[config.mk]
export PLATFORM = sky130hd
export DESIGN_NAME = note2cnt_poly_flat
export DESIGN_NICKNAME = d
export VERILOG_FILES = /design/src/rtl/note2cnt_poly_pkg.sv /design/src/rtl/note2cnt_poly_if.sv /design/src/rtl/note2cnt_poly_slew.sv /design/src/rtl/note2cnt_poly.sv /design/src/flat_wrapper.sv
export SDC_FILE = /design/constraint.sdc
export NUM_CORES = 1
export LEC_CHECK = 0
export BUFFER_PORTS_ARGS = -buffer_cell sky130_fd_sc_hd__buf_2
export CAP_MARGIN = 30
export CORE_MARGIN = 2
export CORE_UTILIZATION = 45
export CTS_CLUSTER_DIAMETER = 100
export CTS_CLUSTER_SIZE = 16
export DETAILED_ROUTE_END_ITERATION = 6
export PLACE_DENSITY = 0.67
export SYNTH_ARGS = -nofsm -noshare
export SYNTH_HDL_FRONTEND = slang
export SYNTH_SLANG_ARGS = --single-unit
[constraint.sdc]
create_clock -name clk_i -period 2.72 [get_ports clk_i]
set_clock_uncertainty 0.15 [all_clocks]
set_input_delay 0.136 -clock clk_i [delete_from_list [all_inputs] [get_ports clk_i]]
set_output_delay 0.136 -clock clk_i [all_outputs]
set_load 0.005 [all_outputs]
[src/rtl/note2cnt_poly_pkg.sv]
// Shared constants for the polyphonic note-to-period converter: base-octave ROM,
// octave geometry and the conversion FSM state type.
package note2cnt_poly_pkg;

  localparam int NOTE_MIN_DEF = 21;
  localparam int OCT_SEMIS    = 12;
  localparam int MAX_SHIFT    = 8;

  // Half-periods of the lowest octave (A0 upward); higher octaves are right-shifts of these
  localparam logic [7:0] NOTE_ROM [0:11] = '{
    8'd248, 8'd234, 8'd221, 8'd209, 8'd197, 8'd186,
    8'd175, 8'd165, 8'd156, 8'd147, 8'd139, 8'd131
  };

  typedef enum logic [1:0] {
    ST_IDLE = 2'd0,
    ST_DIV  = 2'd1,
    ST_LOOK = 2'd2
  } state_t;

  function automatic logic [7:0] rom_entry(input logic [3:0] idx);
    logic [7:0] val;
    val = 8'd0;
    for (int i = 0; i < OCT_SEMIS; i++) begin
      if (idx == 4'(i)) val = NOTE_ROM[i];
    end
    return val;
  endfunction

endpackage

[src/rtl/note2cnt_poly_if.sv]
// Note request channel from the MIDI decoder: valid/ready handshake carrying
// target channel and MIDI note number.
interface note2cnt_poly_if #(
  parameter int CHW = 2
);
  logic           note_valid_i;
  logic           note_ready_o;
  logic [CHW-1:0] note_ch_i;
  logic [7:0]     note_i;

  modport master (
    output note_valid_i,
    output note_ch_i,
    output note_i,
    input  note_ready_o
  );

  modport slave (
    input  note_valid_i,
    input  note_ch_i,
    input  note_i,
    output note_ready_o
  );
endinterface

[src/rtl/note2cnt_poly_slew.sv]
// Per-channel target/current half-period registers. With NOTE_GLIDE_EN defined the
// current value slews toward the target on each tick; otherwise it tracks writes directly.
module note_glide_slew #(
  parameter int BW          = 16,
  parameter int GLIDE_SHIFT = 4
) (
  input  logic          clk_i,
  input  logic          nrst_i,
  input  logic          wr_i,
  input  logic [BW-1:0] wdata_i,
  input  logic          tick_i,
  output logic [BW-1:0] target_o,
  output logic [BW-1:0] current_o
);

  logic [BW-1:0] r_tgt;
  logic [BW-1:0] r_cur;

`ifdef NOTE_GLIDE_EN
  // One glide step: |diff| >> GLIDE_SHIFT, at least 1, never past the target
  function automatic logic [BW-1:0] slew_step(input logic [BW-1:0] cur,
                                              input logic [BW-1:0] tgt);
    logic [BW-1:0] diff;
    logic [BW-1:0] step;
    diff = (cur > tgt) ? (cur - tgt) : (tgt - cur);
    step = diff >> GLIDE_SHIFT;
    if (step == '0) step = {{(BW-1){1'b0}}, 1'b1};
    if (step > diff) step = diff;
    return (cur > tgt) ? (cur - step) : (cur + step);
  endfunction

  always_ff @(posedge clk_i or negedge nrst_i) begin
    if (!nrst_i) begin
      r_tgt <= '0;
      r_cur <= '0;
    end else if (wr_i) begin
      r_tgt <= wdata_i;
    end else if (tick_i && (r_cur != r_tgt)) begin
      r_cur <= slew_step(r_cur, r_tgt);
    end
  end
`else
  logic w_unused_tick;
  localparam int unused_glide_shift = GLIDE_SHIFT;
  assign w_unused_tick = tick_i;

  always_ff @(posedge clk_i or negedge nrst_i) begin
    if (!nrst_i) begin
      r_tgt <= '0;
      r_cur <= '0;
    end else if (wr_i) begin
      r_tgt <= wdata_i;
      r_cur <= wdata_i;
    end
  end
`endif

  assign target_o  = r_tgt;
  assign current_o = r_cur;

endmodule

[src/rtl/note2cnt_poly.sv]
// Polyphonic MIDI note to oscillator half-period converter with one shared ROM and
// sequential octave divider. Optional portamento: define NOTE_GLIDE_EN.
module note2cnt_poly
  import note2cnt_poly_pkg::*;
#(
  parameter int BW          = 16,
  parameter int NCH         = 4,
  parameter int ROM_BW      = 8,
  parameter int NOTE_MIN    = NOTE_MIN_DEF,
  parameter int GLIDE_SHIFT = 4
) (
  input  logic                clk_i,
  input  logic                nrst_i,
  note2cnt_poly_if.slave      bus_if,
  input  logic                tick_i,
  output logic [NCH*BW-1:0]   period_o,
  output logic                busy_o
);

  localparam int CHW = (NCH > 1) ? $clog2(NCH) : 1;
  localparam int WW  = BW + MAX_SHIFT;

  state_t          r_state;
  state_t          w_state_nxt;
  logic [7:0]      r_rem;
  logic [4:0]      r_oct;
  logic [CHW-1:0]  r_ch;
  logic            r_busy;

  logic            w_idle;
  logic            w_accept;
  logic [7:0]      w_actual;
  logic [3:0]      w_shift;
  logic [ROM_BW-1:0] w_rom;
  logic [BW-1:0]   w_wdata;
  logic [NCH-1:0]  w_wr;
  logic [NCH-1:0]  w_neq;
  logic [BW-1:0]   w_cur [NCH];
  logic [BW-1:0]   w_tgt [NCH];

  assign w_idle              = (r_state == ST_IDLE);
  assign bus_if.note_ready_o = w_idle;
  assign w_accept            = bus_if.note_valid_i & w_idle;

  // Notes below the lowest supported key collapse onto it
  assign w_actual = (bus_if.note_i < 8'(NOTE_MIN)) ? 8'd0 : (bus_if.note_i - 8'(NOTE_MIN));

  always_ff @(posedge clk_i or negedge nrst_i) begin
    if (!nrst_i) r_state <= ST_IDLE;
    else         r_state <= w_state_nxt;
  end

  always_comb begin
    w_state_nxt = r_state;
    case (r_state)
      ST_IDLE: if (bus_if.note_valid_i) w_state_nxt = ST_DIV;
      ST_DIV:  if (r_rem < 8'(OCT_SEMIS)) w_state_nxt = ST_LOOK;
      ST_LOOK: w_state_nxt = ST_IDLE;
      default: w_state_nxt = ST_IDLE;
    endcase
  end

  // Repeated subtraction: one octave per cycle, remainder ends as the ROM index
  always_ff @(posedge clk_i or negedge nrst_i) begin
    if (!nrst_i) begin
      r_rem <= '0;
      r_oct <= '0;
      r_ch  <= '0;
    end else if (w_accept) begin
      r_rem <= w_actual;
      r_oct <= '0;
      r_ch  <= bus_if.note_ch_i;
    end else if ((r_state == ST_DIV) && (r_rem >= 8'(OCT_SEMIS))) begin
      r_rem <= r_rem - 8'(OCT_SEMIS);
      r_oct <= r_oct + 5'd1;
    end
  end

  assign w_shift = (r_oct >= 5'(MAX_SHIFT)) ? 4'd0 : 4'(MAX_SHIFT - int'(r_oct));
  assign w_rom   = ROM_BW'(rom_entry(r_rem[3:0]));
  assign w_wdata = BW'(WW'(w_rom) << w_shift);

  // Out-of-range channel numbers match no slot, so the request is simply dropped
  always_comb begin
    w_wr = '0;
    for (int c = 0; c < NCH; c++) begin
      w_wr[c] = (r_state == ST_LOOK) && (r_ch == CHW'(c));
    end
  end

  for (genvar g = 0; g < NCH; g++) begin : g_ch
    note_glide_slew #(
      .BW          (BW),
      .GLIDE_SHIFT (GLIDE_SHIFT)
    ) u_slew (
      .clk_i     (clk_i),
      .nrst_i    (nrst_i),
      .wr_i      (w_wr[g]),
      .wdata_i   (w_wdata),
      .tick_i    (tick_i),
      .target_o  (w_tgt[g]),
      .current_o (w_cur[g])
    );
    assign period_o[g*BW +: BW] = w_cur[g];
    assign w_neq[g]             = (w_cur[g] != w_tgt[g]);
  end

  always_ff @(posedge clk_i or negedge nrst_i) begin
    if (!nrst_i) r_busy <= 1'b0;
    else         r_busy <= |w_neq;
  end

  assign busy_o = r_busy;

endmodule

[src/flat_wrapper.sv]
// flat-port wrapper written by rule: the top's interface ports become plain ports
module note2cnt_poly_flat import note2cnt_poly_pkg::*;
#(
  parameter int BW          = 16,
  parameter int NCH         = 4,
  parameter int ROM_BW      = 8,
  parameter int NOTE_MIN    = NOTE_MIN_DEF,
  parameter int GLIDE_SHIFT = 4
)
  (clk_i, nrst_i, tick_i, period_o, busy_o, bus_if_note_valid_i, bus_if_note_ch_i, bus_if_note_i, bus_if_note_ready_o);
  note2cnt_poly_if #(.CHW(2)) bus_if_i ();
  input  logic clk_i;
  input  logic nrst_i;
  input  logic tick_i;
  output logic [NCH*BW-1:0] period_o;
  output logic busy_o;
  input wire logic [$bits(bus_if_i.note_valid_i)-1:0] bus_if_note_valid_i;
  input wire logic [$bits(bus_if_i.note_ch_i)-1:0] bus_if_note_ch_i;
  input wire logic [$bits(bus_if_i.note_i)-1:0] bus_if_note_i;
  output wire logic [$bits(bus_if_i.note_ready_o)-1:0] bus_if_note_ready_o;
  assign bus_if_i.note_valid_i = bus_if_note_valid_i;
  assign bus_if_i.note_ch_i = bus_if_note_ch_i;
  assign bus_if_i.note_i = bus_if_note_i;
  assign bus_if_note_ready_o = bus_if_i.note_ready_o;
  note2cnt_poly #(.BW(BW), .NCH(NCH), .ROM_BW(ROM_BW), .NOTE_MIN(NOTE_MIN), .GLIDE_SHIFT(GLIDE_SHIFT)) u_core (.clk_i(clk_i), .nrst_i(nrst_i), .bus_if(bus_if_i), .tick_i(tick_i), .period_o(period_o), .busy_o(busy_o));
endmodule
# After elaboration in Yosys (flattened, before gate mapping)
# Cells that the tools add are included.
# classes
addsub	4
n_lt_le_gt_ge	4
n_eq_ne	18
shifts	1
n_mux	21
bitwise_logic	1
n_reduce_logical	10
# ops
cell	count
two-way mux 8 bit	15
equality test 4 x 3 -> 1 bit, second input constant	4
equality test 4 bit, second input constant	4
left shift 8 x 4 -> 16 bit	1
two-way mux 5 bit	2
equality test 4 x 2 -> 1 bit, second input constant	2
greater-or-equal comparator 8 x 4 -> 1 bit, second input constant	1
< comparator 8 x 4 -> 1 bit, second input constant	1
< comparator 8 x 5 -> 1 bit, second input constant	1
subtractor 8 x 4 -> 8 bit, second input constant	1
subtractor 8 x 5 -> 8 bit, second input constant	1
equality test 2 bit, second input constant	3
adder 5 x 1 -> 5 bit, second input constant	1
greater-or-equal comparator 5 x 4 -> 1 bit, second input constant	1
logical AND 1 bit	5
equality test 2 x 1 -> 1 bit, second input constant	2
equality test 4 x 1 -> 1 bit, second input constant	1
zero test 2 bit	2
zero test 4 bit	1
two-way mux 2 bit	2
two-way mux 4 bit	1
one-hot mux 2 bit (2 select lines)	1
subtractor 4 bit, first input constant	1
!= test 2 x 1 -> 1 bit, second input constant	1
other kinds (4)	4
# totals
reg_bits	81
input_bits	14
wordCells	67

# Logic depth before layout (Yosys ltp)
# Gate-level depths: netlist of the first run.
# depth
depth_word	14
ltp_mapped	11
ltp_nobuf	8

# Modules after synthesis
# Synthesis of the first run repeated with hierarchy kept, for this count alone.
# hier_totals
cells_unflattened	529
hier_area_um2	5622.9
# by_module_without_submodules
mod	n_inst	cells_each	area_per_inst_um2
note_glide_slew	4	50	769.5
note2cnt_poly	1	329	2544.9

# Least setup slack after synthesis of the first run
# OpenSTA, ideal clock, no wires.
# synth_timing
path_type	reg2reg
start	register u_core.r_rem[2]
end	register u_core.g_ch[2].u_slew.r_cur[11]
arrival_ns	2.230
t_required_ns	2.497
slack_ns	0.267
stages_incl_launch_ff	10
path_buffers	1
path_cell_list	dfrtp_1 inv_1 ha_1 buf_2 or4bb_1 mux2i_2 nor3_2 a2111oi_4 a31oi_2 a21oi_2
# synth_via
elab_chain_cells	14
elab_cells_between_ends	25
# synth_lines
item	line	text
from (decl)	note2cnt_poly.sv:25	logic [7:0] r_rem;
from (signal assigned)	note2cnt_poly.sv:70	r_rem <= w_actual;
from (signal assigned)	note2cnt_poly.sv:74	r_rem <= r_rem - 8'(OCT_SEMIS);
zero test 4 bit	note2cnt_poly_pkg.sv:25	if (idx == 4'(i)) val = NOTE_ROM[i];
two-way mux 8 bit (11 in series)	note2cnt_poly_pkg.sv:25	
two-way mux 8 bit *	note2cnt_poly_pkg.sv:25	
left shift 8 x 4 -> 16 bit *	note2cnt_poly.sv:81	assign w_wdata = BW'(WW'(w_rom) << w_shift);
to (signal assigned)	note2cnt_poly_slew.sv:53	r_cur <= wdata_i;
to (decl)	note2cnt_poly_slew.sv:17	logic [BW-1:0] r_cur;
# Mark *: on every way between the ends. The rest lies on a longest branch, timed or not.
# A chain may end at the register's enable or synchronous reset.

# Worst setup path in the final report of the first run
# layout_timing
start	register u_core.r_rem[2]
end	register u_core.g_ch[3].u_slew.r_cur[11]
# layout_via
elab_chain_cells	14
elab_cells_between_ends	25
# layout_lines
item	line
zero test 4 bit	note2cnt_poly_pkg.sv:25
two-way mux 8 bit (11 in series)	note2cnt_poly_pkg.sv:25
two-way mux 8 bit *	note2cnt_poly_pkg.sv:25
left shift 8 x 4 -> 16 bit *	note2cnt_poly.sv:81
to (signal assigned)	note2cnt_poly_slew.sv:53
to (decl)	note2cnt_poly_slew.sv:17
# Marks and branches as above.

==> out/results.txt, run 1 <==
Seq/Total Area, Yosys - 46.2%
Pwr/cell area - 1320 nW/µm²
Worst Path Max Fanout - 6
HP Start - bus_if_note_i[2]
Min-Delay Endpoint - u_core.r_rem[2]
Synthesized Nets - 514
IO Pins - 80
Initial antenna violation count - 0
Leakage power total - 2.52 nW
Min-delay worst type - in -> reg
H-tree depth - 3
Kind of critical path - reg -> reg
Cells after Synth - 492
Total global-route track usage - 21.7%
Worst r2r dst - u_core.g_ch[3].u_slew.current_o[11]
#FFs+latches synth - 81
FF-to-FF Start - u_core.r_rem[2]
Antenna Cells - 0
Core box area - 9590 µm²
Final worst slack - 105 ps
Chip Height - 103 µm
Die width - 103 µm
# rows - 36
Final Max Tran Viols - 0
DRC Markers - 0
Vias per Instance - 5.38
Pin count of the biggest net entering global routing - 60
Worst r2r path cells - 8
Max Freq - 382 MHz
Pre-antenna DRT Iters - 4
Actual slew at the worst max-slew pin - 798 ps
Num CTS Buffers - 9
Slew margin rel. - 46.6%
Status - finished, final reports clean
Nature of the critical path endpoint - register
Fin nets - 613
Die area - 10500 µm²
WHS Path Cells - 5
Final worst path period need - 2620 ps
Worst-path clk slew - 80 ps
Routed Wire Length - 11000 µm
Filler Cell Count - 901
Placer Congestion - 0.958
Top FF cell, synth - dfrtp_1
Final worst path period share - 96.1%
Grt total ovfl - 0
Routed len/inst - 15.1 µm
FF-to-FF setup slack - 100 ps
Netlist Area Pre-Place - 4380 µm²
Clock buffer depth - 2
DR vias - 3920
Number of synthesized flops with an enable pin - 0
Starting density of the core - 45.7%
Placed cell count - 702
CTS tree - built
Max VDD drop - 596 µV
# setup viols final - 0
Post-DP HPWL - 8120 µm
Post-route ant nets - 0
Worst-Skew Late Latency - 360 ps
Area growth syn-to-layout - 24.0%
Final hold vios - 0
First-pass GRT wire length - 17900 µm
Synth top area cells - dfrtp_1 46%, nand2_1 5.7%, nor2_1 5.5%
Synth top area share - 46.2%
IO Port Bufs - 77
Avg Inst Size Synth - 8.91 µm²
WP data required - 2860 ps
CTS root buf - clkbuf_8
1st-iter DRT viols - 149
MaxCap Viol Count - 0
Asr flop ratio synth - 100%
Synth warnings - 0
Critical path launch point type - register
Share of cells above drive strength 1 - 27.9%
Setup WS pre-CTS - 64.2 ps
Sink Count - 81
Vias in the first global route - 3670
RSZ-0062 raised after global routing - true
CP arrival - 2760 ps
Synth cell types - 66
Finished Layout Cells - 729
Cell taking the most area after synthesis - dfrtp_1
==> how the worst max path moves through the flow <==
stage / startpoint / end / slack, ps / cells after the start
finish: u_core.r_rem[2] / u_core.g_ch[3].u_slew.current_o[11] / 100 / 8
global route: u_core.r_rem[2] / u_core.g_ch[2].u_slew.current_o[7] / -20 / 10
global placement: u_core.r_rem[2] / u_core.g_ch[2].u_slew.current_o[7] / 140 / 9
CTS: u_core.r_rem[2] / u_core.g_ch[3].u_slew.current_o[11] / 10 / 8
floorplan: u_core.r_rem[2] / u_core.g_ch[2].u_slew.current_o[11] / 270 / 9
detailed placement: u_core.r_rem[3] / u_core.g_ch[1].u_slew.current_o[9] / 60 / 8
==> report_power, final <==
group | internal [mW] | switching, mW
logic | 1.81 | 2.66
registers | 1.52 | 0.292
clock network | 0.475 | 0.440
total | 3.81 | 3.39
==> cell type report <==
type                    count  area [µm²]  area share (%)
multi-input cells         364        2230            41.0
flip-flops and latches     81        2030            37.3
repair buffers            119         746            13.7
well taps                 133         166            3.06
clock buffers              12         155            2.85
inverters                  16        60.1            1.10
clock inverters             4        51.3           0.944
==> cell families after synthesis <==
family,share of synthesized area (%)
AOI/OAI and AO/OA,21.9
xor gates and xnor gates,2.37
adders and majority gates,2.28
buffers and inverters,4.57
DFF,46.2
muxes,1.63
other,0.0855
and+or+nand+nor,20.9
==> Yosys cell counts (4+ instances only) <==
library cell,count
a21oi_1,23
xnor2_1,4
o21ai_0,4
nor3_1,17
buf_2,7
nand3_1,11
a31oi_1,18
o22ai_1,6
nand2b_1,5
clkbuf_1,18
nor2b_1,4
inv_1,16
ha_1,8
nor2_1,64
nand2_1,66
and2_1,4
nor4_1,5
xor2_1,6
o21ai_1,46
a21oi_2,4
dfrtp_1,81
o31ai_1,5
==> cells in the final DEF (no fill, tap or decap), types with 4 or more instances in the layout <==
cell type,n
a21oi_1,22
xnor2_1,4
a21oi_2,5
nor2b_1,4
buf_2,76
o21ai_1,46
ha_1,5
dfrtp_1,81
nor4_1,4
a31oi_1,18
o21ai_0,4
o31ai_1,5
nor2_1,64
inv_1,16
nor3_1,16
nand2b_1,5
dlygate4sd3_1,9
nand3_1,11
o22ai_1,6
clkbuf_8,11
and2_1,4
xor2_1,6
nand2_1,66
buf_4,33
nor3_2,4
==> metal layers <==
layer / vias up / GRT usage (%) / wire length, µm
met1: 1876 / 28.8 / 4940
met2: 95 / 34.9 / 5380
li1: 1936 / - / -
met5: - / 0 / 0
met4: 0 / 8.51 / 165
met3: 13 / 4.47 / 497
==> metrics by stage <==
stage               setup TNS, ps  cell area, µm²  util [%]  hold WS, ps  power [mW]
floorplan                       0            4380         -         -310        4.63
detailed placement              0            5050      52.6        -88.4        6.03
CTS                             0            5350      55.7         40.8        7.00
global route                 -109            5440      56.7         84.8        7.80
finish                          0            5440      56.7         46.9        7.20
global placement                0            5020      52.4          190        5.93
==> timing repair <==
item | in CTS | in global routing
setup endpoints to repair | 0 | 39
hold endpoints to repair | 87 | 0
hold buffers | 9 | 0
setup buffers | 0 | 2
resized for setup | 0 | 13
==> sequential cells by signal, indices dropped and copies added, names as in the netlist <==
signal	cells
u_core.r_rem	8
u_core.r_oct	5
u_core.r_state	2
u_core.r_ch	2
u_core.g_ch.u_slew.current_o	64
==> critical path, stage by stage (launching register included) <==
cell	delay (ps)
dfrtp_1	420
inv_1	140
ha_2	260
or4bb_1	540
mux2i_4	220
nor3_2	120
a2111oi_4	390
a31oi_2	140
a21oi_2	170
Power figures use the tool's default switching activity.
==> run 2, diff against run 1 <==
Settings changed: PLACE_DENSITY 0.67 to 0.69.
==> run 2 against run 1 <==
  * Final area decreased by 0.83%
  * Combinational power decreased by 0.9%
  * Clock power decreased by 6.8%
  * Die area unchanged
  * Power decreased by 1.3%
  * Highest routed layer unchanged
  * First-iteration DRC count increased by 47%
  * Via count about the same
==> out/results.txt, run 2 (synthesis gave the netlist of run 1 again) <==
Comb pwr share - 62.4% (+0.3 points)
Routed len/inst - 14.9 µm (-1.1%)
Final Max Tran Viols - 0 (unchanged)
Die width - 103 µm (unchanged)
1st-iter DRT viols - 219 (+47%)
Worst r2r path cells - 8 (unchanged)
Routed Wire Length - 10800 µm (-1.4%)
DR vias - 3922 (+0.051%)
Leakage power total - 2.50 nW (-0.92%)
Register area - 2030 µm² (about the same)
Final hold vios - 0 (unchanged)
Final Cell Area - 5390 µm² (-0.83%)
First-pass GRT wire length - 17600 µm (-1.9%)
Worst-Skew Late Latency - 360 ps (about the same)
Slowest stage delay, CP - 450 ps (-90 ps)
Total global-route track usage - 21.4% (-0.32 points)
Placed cell count - 700 (-0.28%)
H-tree depth - 3 (unchanged)
Worst-path clk slew - 80 ps (about the same)
Share of cells above drive strength 1 - 27.3% (-0.58 points)
Critical path launch point type - register
Die area - 10500 µm² (unchanged)
Commonest non-fill, non-tap cell in the layout - dfrtp_1
Min-delay worst type - in -> reg
Share of power burned in registers - 25.6% (+0.4 points)
Initial antenna violation count - 0 (unchanged)
Vias per Instance - 5.39 (+0.33%)
Final worst slack - 135 ps (+29.8 ps)
Chip Height - 103 µm (unchanged)
Pwr/cell area - 1320 nW/µm² (-0.47%)
WHS Path Cells - 3 (-2)
Pin count of the biggest net entering global routing - 82 (+37%)
Starting density of the core - 45.7% (unchanged)
RSZ-0062 raised after global routing - true
Hold Slack - 44.9 ps (-2.04 ps)
MaxCap Viol Count - 0 (unchanged)
WP data required - 2800 ps (-60 ps)
IO Port Bufs - 77 (unchanged)
Internal power - 3.73 mW (-2.2%)
Max Freq - 387 MHz (+1.2%)
IO Pins - 80 (unchanged)
Total power - 7.11 mW (-1.3%)
Post-route ant nets - 0 (unchanged)
CTS root buf - clkbuf_8
Sw Ratio - 47.6% (+0.46 points)
Status - finished, final reports clean
Commonest non-fill, non-tap cells in the layout - 80 x dfrtp_1, 76 x buf_2, 66 x nand2_1
CTS tree - built
Grt total ovfl - 0 (unchanged)
Sw Pwr - 3.38 mW (-0.32%)
Area growth syn-to-layout - 23.0%
Sink Count - 81 (unchanged)
Max FFs per register - 64 (unchanged)
Placer Congestion - 0.881 (-8.0%)
# setup viols final - 0 (unchanged)
Worst path cell trace - or3b_1 > buf_12 > xnor2_1 > a221oi_2 > nor3_1 > a211oi_2 > buf_4 > a21oi_1
Finished Layout Cells - 727 (-0.27%)
Num CTS Buffers - 9 (unchanged)
Final setup TNS - 0 ps (unchanged)
Max VDD drop - 530 µV (-11%)
Final worst path period need - 2590 ps (-29.8 ps)
Vias in the first global route - 3552 (-3.2%)
Fin nets - 612 (-0.16%)
Filler Cell Count - 895 (-0.67%)
Final worst path period share - 95.0% (-1.1 points)
Worst Path Max Fanout - 19 (+13)
Clock buffer depth - 2 (unchanged)
Slew margin rel. - 51.4% (+4.8 points)
Kind of critical path - reg -> reg
Pre-antenna DRT Iters - 5 (+1)
Multi-input gate area - 2200 µm² (-1.3%)
DRC Markers - 0 (unchanged)
Post-DP HPWL - 7780 µm (-4.2%)
Clk pwr share - 12.0% (-0.7 points)
Actual slew at the worst max-slew pin - 729 ps (-69.1 ps)
Setup WS pre-CTS - 23.5 ps (-40.7 ps)
Slowest CP cell - dfrtp_2
Antenna Cells - 0 (unchanged)
Placement Cell Area - 5030 µm² (-0.45%)
Nature of the critical path endpoint - register
Core box area - 9590 µm² (unchanged)
# rows - 36 (unchanged)
Post-layout util - 56.2% (-0.47 points)
CP arrival - 2660 ps (-100 ps)
==> run 2: critical path: cells and delay by family, from the launching register on <==
family / cells / cell delay, ps
AND/OR/NAND/NOR: 2 / 580
flip-flops: 1 / 450
buffers and inverters: 2 / 380
AO/OA/AOI/OAI: 3 / 760
XOR/XNOR: 1 / 140
==> run 2: worst paths after layout <==
path / from / end / slack, ps
min in group asynchronous: nrst_i / u_core.g_ch[0].u_slew.current_o[3] / 70
worst min register to register: u_core.g_ch[1].u_slew.current_o[4] / u_core.g_ch[1].u_slew.current_o[4] / 330
worst max register to register: u_core.r_oct[0] / u_core.g_ch[1].u_slew.current_o[10] / 130
worst max-delay path: u_core.r_oct[0] / u_core.g_ch[1].u_slew.current_o[10] / 130
worst min-delay path: bus_if_note_i[7] / u_core.r_rem[0] / 40
max in group asynchronous: nrst_i / u_core.r_rem[1] / 1760
==> run 2: layout make-up <==
type	instances	area share, %
multi-input combinational	364	40.8
inverter	16	1.11
tap	133	3.09
sequential	81	37.6
timing repair buffer	118	13.9
clock inverter	5	1.07
clock buffer	10	2.37
==> run 2: power groups by stage <==
stage / Clock (mW) / Sequential (mW) / Combinational, mW
detailed placement: 0 / 1.84 / 4.18
floorplan: 0 / 1.76 / 2.87
global route: 0.928 / 1.88 / 4.86
global placement: 0 / 1.81 / 4.11
finish: 0.852 / 1.82 / 4.44
CTS: 0.872 / 1.82 / 4.24
==> run 2: routing by layer <==
metal	up-vias	share of wire [%]	track usage, %
met5	-	0	0
met4	0	2.0	7.49
met3	20	5.0	4.75
met2	116	47	34.2
met1	1855	46	28.8
li1	1931	-	-
==> run 2: repair_timing <==
item                       CTS  global route
hold endpoints to repair    87             0
hold buffers                 9             0
gates resized for setup      0             9
setup buffers                0             2
setup endpoints to repair    0            51
==> run 3, diff against run 2 <==
Settings changed: PLACE_DENSITY 0.69 to 0.73.
==> run 3 against run 2 <==
  * Critical path depth did not move
  * Sequential power barely moved
  * Highest routed layer unchanged
  * Register-to-register slack got worse by 40 ps
  * Count of clock-buffer cells in the layout is the same
  * Clock power is 24% higher
  * First-iteration DRC count decreased by 4.6%
  * Global-route usage hardly changed
  * Combinational power decreased by 2%
==> out/results.txt, run 3 (synthesis gave the netlist of run 1 again) <==
Status - finished, final reports clean
Share of cells above drive strength 1 - 27.3% (+0.046 points)
Post-DP HPWL - 7820 µm (+0.43%)
Pwr/cell area - 1330 nW/µm² (+0.62%)
Pre-antenna DRT Iters - 5 (unchanged)
Post-route ant nets - 0 (unchanged)
CTS tree - built
FF-to-FF setup slack - 90 ps (-40 ps)
Fin nets - 610 (-0.33%)
Placer Congestion - 0.956 (+8.5%)
Grt total ovfl - 0 (unchanged)
Starting density of the core - 45.7% (unchanged)
Worst-path clk slew - 80 ps (about the same)
Sink Count - 81 (unchanged)
Actual slew at the worst max-slew pin - 755 ps (+25.9 ps)
Core box area - 9590 µm² (unchanged)
Initial antenna violation count - 0 (unchanged)
IO Pins - 80 (unchanged)
Max VDD drop - 557 µV (+5.2%)
Leakage power total - 2.52 nW (+0.77%)
# rows - 36 (unchanged)
Min-delay worst type - in -> reg
Final hold vios - 0 (unchanged)
Crit path to - u_core.g_ch[0].u_slew.current_o[11]
Area growth syn-to-layout - 24.5%
Clock buffer depth - 2 (unchanged)
Antenna Cells - 0 (unchanged)
Pin count of the biggest net entering global routing - 82 (unchanged)
Final worst path period share - 96.5% (+1.5 points)
FF-to-FF Start - u_core.r_rem[2]
Nature of the critical path endpoint - register
Slew margin rel. - 49.5% (-1.9 points)
Chip Height - 103 µm (unchanged)
Total global-route track usage - 21.4% (about the same)
Comb pwr share - 60.1% (-2.3 points)
Final setup TNS - 0 ps (unchanged)
Worst Path Max Fanout - 6 (-13)
Routed len/inst - 14.9 µm (+0.17%)
Commonest non-fill, non-tap cells in the layout - 80 x dfrtp_1, 76 x buf_2, 66 x nand2_1
Max FFs per register - 64 (unchanged)
Clk pwr share - 14.7% (+2.7 points)
Worst-Skew Late Latency - 370 ps (about the same)
H-tree depth - 3 (unchanged)
Critical path launch point type - register
Sw Ratio - 46.4% (-1.2 points)
Final Max Tran Viols - 0 (unchanged)
Internal power - 3.88 mW (+4.2%)
First-pass GRT wire length - 17500 µm (-0.39%)
# setup viols final - 0 (unchanged)
Max Freq - 381 MHz (-1.5%)
Commonest non-fill, non-tap cell in the layout - dfrtp_1
Vias in the first global route - 3560 (+0.23%)
MaxCap Viol Count - 0 (unchanged)
RSZ-0062 raised after global routing - false
DR vias - 3917 (-0.13%)
CTS root buf - clkbuf_8
Sw Pwr - 3.36 mW (-0.58%)
Kind of critical path - reg -> reg
Vias per Instance - 5.40 (about the same)
1st-iter DRT viols - 209 (-4.6%)
Die area - 10500 µm² (unchanged)
CP Launch Point - u_core.r_rem[2]
Worst r2r path cells - 8 (unchanged)
IO Port Bufs - 77 (unchanged)
CP arrival - 2770 ps (+110 ps)
Share of power burned in registers - 25.2% (-0.4 points)
Die width - 103 µm (unchanged)
Post-layout util - 56.9% (+0.72 points)
Num CTS Buffers - 9 (unchanged)
Worst r2r dst - u_core.g_ch[0].u_slew.current_o[11]
Routed Wire Length - 10800 µm (about the same)
DRC Markers - 0 (unchanged)
Final worst path period need - 2630 ps (+40.7 ps)
WP data required - 2860 ps (+60 ps)
[run 3: cell types whose count changed in the layout (fill, tap and decap cells not counted), sizes merged]
cell         delta
inv             +1
buf             -4
clkinvlp        -2
dlygate4sd3     +2
bufinv          +2
[run 3: power by group through the flow]
stage	clock network [mW]	registers, mW	logic, mW
2_1_floorplan	0	1.76	2.87
3_3_place_gp	0	1.82	4.08
3_5_place_dp	0	1.84	4.15
4_1_cts	1.09	1.82	4.21
5_1_grt	1.14	1.87	4.81
6_report	1.06	1.83	4.36
[run 3: area by class of cell]
| class | instances | area, µm² |
|---|---|---|
| inverters | 16 | 60.1 |
| flip-flops and latches | 81 | 2030 |
| clock buffers | 10 | 128 |
| multi-input cells | 364 | 2220 |
| repair buffers | 116 | 741 |
| well taps | 133 | 166 |
| clock inverters | 6 | 115 |
| fillers | 832 | 4130 |
[run 3: layer usage]
| metal | part of all wire [%] | global-route usage, % |
|---|---|---|
| met1 | 45 | 28.0 |
| met2 | 49 | 35.0 |
| met3 | 5.1 | 5.22 |
| met4 | 1.3 | 6.97 |
| met5 | 0 | 0 |
[run 3: worst max-delay path, stage by stage, from the launching register on]
cell and delay [ps]:
dfrtp_1 430, inv_1 210, ha_4 210, or4bb_1 500
mux2i_2 230, nor3_2 130, a2111oi_4 370, a31oi_2 130
a21oi_2 180
[run 3: worst min path at each step]
stage / start / end / slack (ps) / depth (start not counted)
after CTS: bus_if_note_i[2] / u_core.r_rem[2] / 30 / 5
after detailed placement: bus_if_note_i[0] / u_core.r_rem[0] / 200 / 2
after floorplan: nrst_i / u_core.g_ch[0].u_slew.current_o[0] / -310 / 0
after global placement: bus_if_note_i[0] / u_core.r_rem[0] / 190 / 2
final: bus_if_note_i[2] / u_core.r_rem[2] / 60 / 5
after global routing: bus_if_note_i[2] / u_core.r_rem[2] / 90 / 5
[run 3: repair_timing]
action                     CTS  global route
buffers inserted             0             2
hold buffers                10             1
gates resized for setup      1            13
setup endpoints to repair    1            46
pin swaps                    0             2
hold endpoints to repair    87             5
[run 3: through the flow]
stage	instance area (µm²)	total power [mW]	hold WS, ps	instances	worst slack (ps)
global placement	5000	5.90	192	696	71.1
detailed placement	5000	5.99	197	696	30.6
floorplan	4380	4.63	-310	492	267
global route	5460	7.82	85.6	726	1.92
finish	5460	7.24	60.5	726	94.1
CTS	5340	7.12	33.2	722	42.0
